### src/rtl/segment_weight_estimator.sv
// Histogram monitor for the weighted random segment chooser: counts each segment
// over a window of sum(weights)*rounds samples and checks every count against its weight.
module segment_weight_estimator #(
   parameter int WIDTH   = 12,
   parameter int ROUND_W = 8,
   parameter int CNT_W   = WIDTH + 3 + ROUND_W
) (
   input  logic               in_clock,
   input  logic               in_reset,
   input  logic               in_start,
   input  logic [WIDTH:0]     in_weight0,
   input  logic [WIDTH:0]     in_weight1,
   input  logic [WIDTH:0]     in_weight2,
   input  logic [WIDTH:0]     in_weight3,
   input  logic [ROUND_W-1:0] in_rounds,
   input  logic [WIDTH:0]     in_tolerance,
   input  logic               in_valid,
   input  logic [1:0]         in_segment_number,
   output logic [CNT_W-1:0]   out_count0,
   output logic [CNT_W-1:0]   out_count1,
   output logic [CNT_W-1:0]   out_count2,
   output logic [CNT_W-1:0]   out_count3,
   output logic               out_busy,
   output logic               out_done,
   output logic               out_pass
);

   typedef enum logic [1:0] {IDLE, COLLECT, CHECK, DONE} state_t;

   state_t               state;
   state_t               state_nxt;

   logic [WIDTH:0]       w_in        [4];
   logic [WIDTH+2:0]     sum_w;
   logic [CNT_W-1:0]     total_w;
   logic [CNT_W-1:0]     expected_w  [4];

   logic [CNT_W-1:0]     total_p0;
   logic [CNT_W-1:0]     expected_p0 [4];
   logic [WIDTH:0]       tol_p0;
   logic [CNT_W-1:0]     sample_cnt;
   logic [CNT_W-1:0]     cnt         [4];
   logic                 pass_r;

   logic                 start_ok;
   logic                 accept;
   logic                 last_sample;
   logic                 check_pass;

   // Absolute difference carried one bit wider than the counts so it never wraps.
   function automatic logic [CNT_W:0] abs_diff(input logic [CNT_W-1:0] a,
                                                input logic [CNT_W-1:0] b);
      logic signed [CNT_W:0] d;
      d = $signed({1'b0, a}) - $signed({1'b0, b});
      abs_diff = (d < 0) ? $unsigned(-d) : $unsigned(d);
   endfunction

   always_comb begin
      w_in[0] = in_weight0;
      w_in[1] = in_weight1;
      w_in[2] = in_weight2;
      w_in[3] = in_weight3;
      sum_w   = (WIDTH+3)'(w_in[0]) + (WIDTH+3)'(w_in[1])
              + (WIDTH+3)'(w_in[2]) + (WIDTH+3)'(w_in[3]);
      total_w = CNT_W'(sum_w) * CNT_W'(in_rounds);
      for (int i = 0; i < 4; i++) begin
         expected_w[i] = CNT_W'(w_in[i]) * CNT_W'(in_rounds);
      end
   end

   assign start_ok    = in_start && ((state == IDLE) || (state == DONE));
   assign accept      = (state == COLLECT) && in_valid;
   assign last_sample = accept && (sample_cnt == (total_p0 - CNT_W'(1)));

   always_comb begin
      check_pass = 1'b1;
      for (int i = 0; i < 4; i++) begin
         if (abs_diff(cnt[i], expected_p0[i]) > (CNT_W+1)'(tol_p0)) begin
            check_pass = 1'b0;
         end
      end
   end

   always_ff @(posedge in_clock or negedge in_reset) begin
      if (!in_reset) begin
         state <= IDLE;
      end else begin
         state <= state_nxt;
      end
   end

   always_comb begin
      state_nxt = state;
      case (state)
         IDLE, DONE: begin
            if (start_ok) begin
               state_nxt = (total_w == '0) ? DONE : COLLECT;
            end
         end
         COLLECT: begin
            if (last_sample) begin
               state_nxt = CHECK;
            end
         end
         CHECK:   state_nxt = DONE;
         default: state_nxt = IDLE;
      endcase
   end

   always_comb begin
      out_busy = 1'b0;
      out_done = 1'b0;
      case (state)
         COLLECT, CHECK: out_busy = 1'b1;
         DONE:           out_done = 1'b1;
         default:        ;
      endcase
   end

   // Start latches the window; a zero-length window passes trivially.
   always_ff @(posedge in_clock or negedge in_reset) begin
      if (!in_reset) begin
         total_p0   <= '0;
         tol_p0     <= '0;
         sample_cnt <= '0;
         pass_r     <= 1'b0;
         for (int i = 0; i < 4; i++) begin
            expected_p0[i] <= '0;
            cnt[i]         <= '0;
         end
      end else if (start_ok) begin
         total_p0   <= total_w;
         tol_p0     <= in_tolerance;
         sample_cnt <= '0;
         pass_r     <= (total_w == '0);
         for (int i = 0; i < 4; i++) begin
            expected_p0[i] <= expected_w[i];
            cnt[i]         <= '0;
         end
      end else if (accept) begin
         sample_cnt             <= sample_cnt + CNT_W'(1);
         cnt[in_segment_number] <= cnt[in_segment_number] + CNT_W'(1);
      end else if (state == CHECK) begin
         pass_r <= check_pass;
      end
   end

   assign out_count0 = cnt[0];
   assign out_count1 = cnt[1];
   assign out_count2 = cnt[2];
   assign out_count3 = cnt[3];
   assign out_pass   = pass_r;

endmodule

### config.mk
export PLATFORM = sky130hd
export DESIGN_NAME = segment_weight_estimator
export DESIGN_NICKNAME = d
export VERILOG_FILES = /design/src/rtl/segment_weight_estimator.sv
export SDC_FILE = /design/constraint.sdc
export NUM_CORES = 2
export LEC_CHECK = 0
export BUFFER_PORTS_ARGS = -buffer_cell sky130_fd_sc_hd__clkbuf_2
export CAP_MARGIN = 20
export CORE_MARGIN = 2
export CORE_UTILIZATION = 33
export CTS_BUF_LIST = sky130_fd_sc_hd__clkbuf_2 sky130_fd_sc_hd__clkbuf_4 sky130_fd_sc_hd__clkbuf_8
export DETAILED_ROUTE_END_ITERATION = 8
export GPL_TIMING_DRIVEN = 0
export HOLD_SLACK_MARGIN = 0.1
export PLACE_DENSITY = 0.47
export SYNTH_ARGS = -nofsm -noshare
export SYNTH_HDL_FRONTEND = slang
export SYNTH_SLANG_ARGS = --single-unit
### constraint.sdc
create_clock -name in_clock -period 6.1 [get_ports in_clock]
set_input_delay 0.305 -clock in_clock [delete_from_list [all_inputs] [get_ports in_clock]]
set_output_delay 0.305 -clock in_clock [all_outputs]
set_load 0.02 [all_outputs]
# --- Yosys cells after proc, flatten, opt, wreduce, memory -nomap -nowiden ---
# Cells that the tools add are included.
classes:
  bitwise_logic: 1
  order_cmp: 10
  multipliers: 5
  n_addsub: 14
  n_eq_ne: 7
  reduce_logical: 13
  mux: 27
op_table:
  columns: ["op", "n"]
  rows:
  - ["2-to-1 mux 92 bit", 2]
  - ["2-to-1 mux 23 bit", 5]
  - ["greater-than comparator 24 x 13 -> 1 bit", 4]
  - ["< comparator 24 x 1 -> 1 bit (second input constant)", 4]
  - ["2-to-1 mux 24 bit", 4]
  - ["negator 24 bit", 4]
  - ["subtractor 23 x 21 -> 24 bit", 4]
  - ["bitwise mux 92 bit", 1]
  - ["multiplier 13 x 8 -> 21 bit", 4]
  - ["adder 23 x 1 -> 23 bit (second input constant)", 2]
  - ["binary-select mux 23 bit (select 2 bit)", 1]
  - ["demux 23 bit (select 2 bit)", 1]
  - ["equality test 23 bit", 1]
  - ["zero test 23 bit", 1]
  - ["multiplier 15 x 8 -> 23 bit", 1]
  - ["subtractor 23 x 1 -> 23 bit (second input constant)", 1]
  - ["adder 14 x 13 -> 15 bit", 1]
  - ["adder 15 x 13 -> 15 bit", 1]
  - ["adder 13 x 13 -> 14 bit", 1]
  - ["2-to-1 mux 1 bit", 9]
  - ["2-to-1 mux 2 bit", 3]
  - ["inequality test 2 bit (second input constant)", 3]
  - ["one-hot mux 2 bit (3 select lines)", 1]
  - ["equality test 2 bit (second input constant)", 2]
  - ["other kinds (10)", 16]
word_totals:
  reg_bits: 238
  in_bits: 79
  output_inout_bits: 95
  word_cells: 90

# --- Logic depth before layout (Yosys ltp) ---
logic_depth:
  ltp_word: 11
  depth_mapped: 37
  depth_no_buf: 36

# --- Least setup slack after synthesis ---
# No wires, ideal clock.
synth_path:
  path_type: "input to register"
  start: "input in_weight0[1]"
  end: "register state[1]"
  path_buffers: 1
  arrival_time_ps: 7582
  path_slack_ps: -1555
  setup_ps: 73
  path_stages: 35
  required_time_ps: 6027
  path_cell_list: "fa_1 -> inv_1 -> fa_1 -> inv_1 -> ha_1 -> inv_1 -> fa_1 -> nor2b_1 -> o21ai_0 -> a21boi_0 -> o21ai_0 -> a21boi_0 -> o21ai_0 -> a21boi_0 -> o21ai_0 -> nand2_1 -> a21o_1 -> a21o_1 -> clkbuf_1 -> mux2i_1 -> fa_1 -> fa_1 -> fa_1 -> inv_1 -> fa_1 -> inv_1 -> ha_1 -> nand2_1 -> o21ai_0 -> and2_1 -> o211ai_1 -> nand2b_1 -> nor4_1 -> nand2_1 -> a21oi_2"
synth_between:
  elab_chain_cells: 8
synth_lines:
  columns: ["element", "line_no", "source"]
  rows:
  - ["start, declared", "11", "input logic [WIDTH:0] in_weight0,"]
  - ["adder 13 x 13 -> 14 bit", "63", "sum_w = (WIDTH+3)'(w_in[0]) + (WIDTH+3)'(w_in[1])"]
  - ["adder 14 x 13 -> 15 bit", "64", "+ (WIDTH+3)'(w_in[2]) + (WIDTH+3)'(w_in[3]);"]
  - ["adder 15 x 13 -> 15 bit", "64", null]
  - ["multiplier 15 x 8 -> 23 bit", "65", "total_w = CNT_W'(sum_w) * CNT_W'(in_rounds);"]
  - ["zero test 23 bit", "97", "state_nxt = (total_w == '0) ? DONE : COLLECT;"]
  - ["2-to-1 mux 2 bit", "97", null]
  - ["2-to-1 mux 2 bit", "96", "if (start_ok) begin"]
  - ["one-hot mux 2 bit (3 select lines)", "94", "case (state)"]
  - ["end signal, assigned", "88", "state <= state_nxt;"]
  - ["end, declared", "30", "state_t state;"]
# No other way between the ends. The select of a mux whose other input is x is not followed.
# A chain may end at the register's enable or synchronous reset.

# --- Final worst setup path ---
# Ends and elaborated chain as after synthesis.

==> key figures <==
Yosys
  • Unique masters post-synth: 108
  • Share of the synthesized area in the top cell type: 20.2%
  • Post-synthesis sequential area ratio: 16.2%
  • Synth area leaders: fa_1, dfrtp_1, ha_1
  • Mean Syn Cell Area: ~8.4 um2
  • Mapped Cells: 4415
  • Yosys top cell by area: fa_1
  • Ys flop type: dfrtp_1
  • Yosys warns: 0
  • Synthesized area: 0.0369 mm2
  • EDFF count, synth: 0
  • Yosys reg bits: 238
  • Asr flop ratio synth: 100%
  • Syn nets: ~5200

Clock tree
  • Worst skew pair latency: 0.64 ns
  • CTS sink cnt: around 240
  • CTS buffer count: 44
  • CTS Buffer Depth: 3
  • H-tree Lvls: 2
  • CTS clk-pin slew, worst paths: about 0.06 ns
  • CTS Root Cell: clkbuf_8
  • CTS tree: built

Finish
  • Most frequent cells in the layout: nand2_1, inv_1, fa_1
  • Layout area overhead: 14.2%
  • Commonest non-fill, non-tap cell in the layout: nand2_1
  • Fin nets: roughly 5500
  • Fraction of layout cells with a size suffix above 1: 11.0%
  • Finished Layout Cells: ~6200
  • Fillers: 11554

Timing
  • Final WS setup: -0.864 ns
  • Finish-stage setup viols: 12
  • Minimum clock period: between 6 and 7 ns
  • Final hold vios: 0
  • Fin Clk Skew: about 0.036 ns
  • Max Fclk: 144 MHz
  • Max Slew Vio Count: 0
  • Tcrit/Tclk final: 114%
  • Unrepaired setup endpoints after global routing: true
  • Worst-margin pin slew: roughly 1.1 ns
  • Slew HR: 26.3%

Placement
  • Placed Instances: 6072
  • Post-DP HPWL: between 100000 and 150000 um
  • IO Port Bufs: 167
  • Gpl congestion: 0.953
  • Worst slack, placed: -2.30 ns

GRT
  • Number of global-route vias before repair: 32034
  • Initial antenna violation count: 9
  • Tot GR Track Use: 24.1%
  • GRT overflow: 0
  • Global-route wire length before repair: 209000 um
  • Largest net degree at the start of global routing: 103

Job
  • Max Cap Viol: 0

Floorplan
  • Initial core utilization: 33.3%
  • Die Ht: 338 um
  • Die extent in x: 338 um
  • Row cnt: 122
  • Total Die Area: 0.114 mm2
  • # IOs: ~170
  • Core Region: 0.111 mm2

Setup path
  • Worst setup EP type: flop
  • Worst reg2reg setup slack: -0.73 ns
  • CP Launch Type: input pin
  • Maximum fanout along the worst path: 8
  • Worst EP arrival: 7.54 ns
  • CP max stage cell: fa_1
  • CP most frequent cell: fa_1
  • Required @ worst endpoint: 6.67 ns
  • Worst path max stage delay: 0.55 ns
  • Kind of critical path: in -> reg

Outcome
  • Outcome: finished, violations left
  • Failing checks: negative setup slack

Route
  • Via count: 32218
  • WL per Instance: ~22 um
  • DR pass1 iterations: 6
  • DRC violations left: 0
  • Via/cell ratio: just over 5
  • Initial DRC Count: 2017
  • Drt total wl: 140000 um
  • Antenna Violating Nets Remaining: 0

Worst hold path
  • HP Class: in -> async
## area by class of cell
cell class | count | area (um2) | area share (%)
antenna | 1 | 2.50 | 0.00594
clock buffer | 65 | 870 | 2.07
inverter | 576 | 2160 | 5.14
clock inverter | 14 | 198 | 0.470
sequential | 238 | 5960 | 14.2
buffer | 167 | 727 | 1.73
multi-input combinational | 3430 | 28800 | 68.3
timing repair buffer | 229 | 1560 | 3.71
tap | 1488 | 1860 | 4.42
## final timing paths
kind                                         to            start  cells past startpoint
worst max-delay path                   state[1]    in_weight0[1]                     35
worst min-delay path               total_p0[10]         in_reset                      2
worst max register to register         out_pass    out_count2[0]                     24
worst min register to register  expected_p0[52]  expected_p0[52]                      2
max in group asynchronous       expected_p0[66]         in_reset                      3
min in group in_clock            expected_p0[0]    in_weight3[0]                      3
## cells in the mapped netlist (42+ instances only)
master and count:
a21o_1 49, a21oi_1 166, and2_1 291, clkbuf_1 149, dfrtp_1 238, fa_1 372
ha_1 367, inv_1 576, nand2_1 643, nand3_1 48, nor2_1 194, nor3_1 71
o21ai_0 316, o31ai_1 42, xnor2_1 144, xor2_1 93
## state kept, by name (all words and copies together), names as in the netlist
name	flops
expected_p0	84
total_p0	23
state	2
out_count1	23
out_count3	23
out_count0	23
out_pass	1
sample_cnt	23
out_count2	23
tol_p0	13
## cells by family after synthesis
family,synth area share (%)
AND/OR/NAND/NOR,20.5
flip-flops,16.2
AO/OA/AOI/OAI,15.1
adder cells (fa/ha/maj),32.7
multiplexers,2.02
XOR/XNOR,5.72
buffers and inverters,7.80
## critical path, delay by kind of cell
family | cells | cell delay, ns
AO/OA/AOI/OAI | 10 | 1.48
buffers and inverters | 8 | 0.69
XOR/XNOR | 2 | 0.36
AND/OR/NAND/NOR | 7 | 1.15
adder cells (fa/ha/maj) | 8 | 3.55
## metrics by stage
step                      utilization [%]  cell area, um2  hold WS [ns]  setup TNS (ns)
final                                38.0           42100         0.184           -5.50
after global routing                 38.0           42100         0.197           -8.98
after CTS                            37.8           41800         0.147           -5.33
after detailed placement             35.9           39800         0.279          -37.59
after global placement               35.9           39800         0.460         -172.12
after floorplan                         -           37100       0.00941           -5.06
## routing by layer
layer	part of all wire [%]	GRT usage, %	vias to the layer above
met4	2.5	5.71	6
met2	46	40.1	813
met3	4.6	2.58	131
met5	0.030	0	-
li1	-	-	15316
met1	46	33.6	15952
## timing repair
| action | in CTS | in global routing |
|---|---|---|
| pin swaps | 62 | 34 |
| endpoints found under the hold margin | 243 | 0 |
| gates cloned | 0 | 0 |
| gates resized for setup | 101 | 65 |
| endpoints found under the setup margin | 23 | 25 |
| setup buffers | 37 | 7 |
| hold buffers | 18 | 0 |
Power is not shown: default switching activity piles up to over one toggle a cycle in this logic, so the estimate is an artifact.
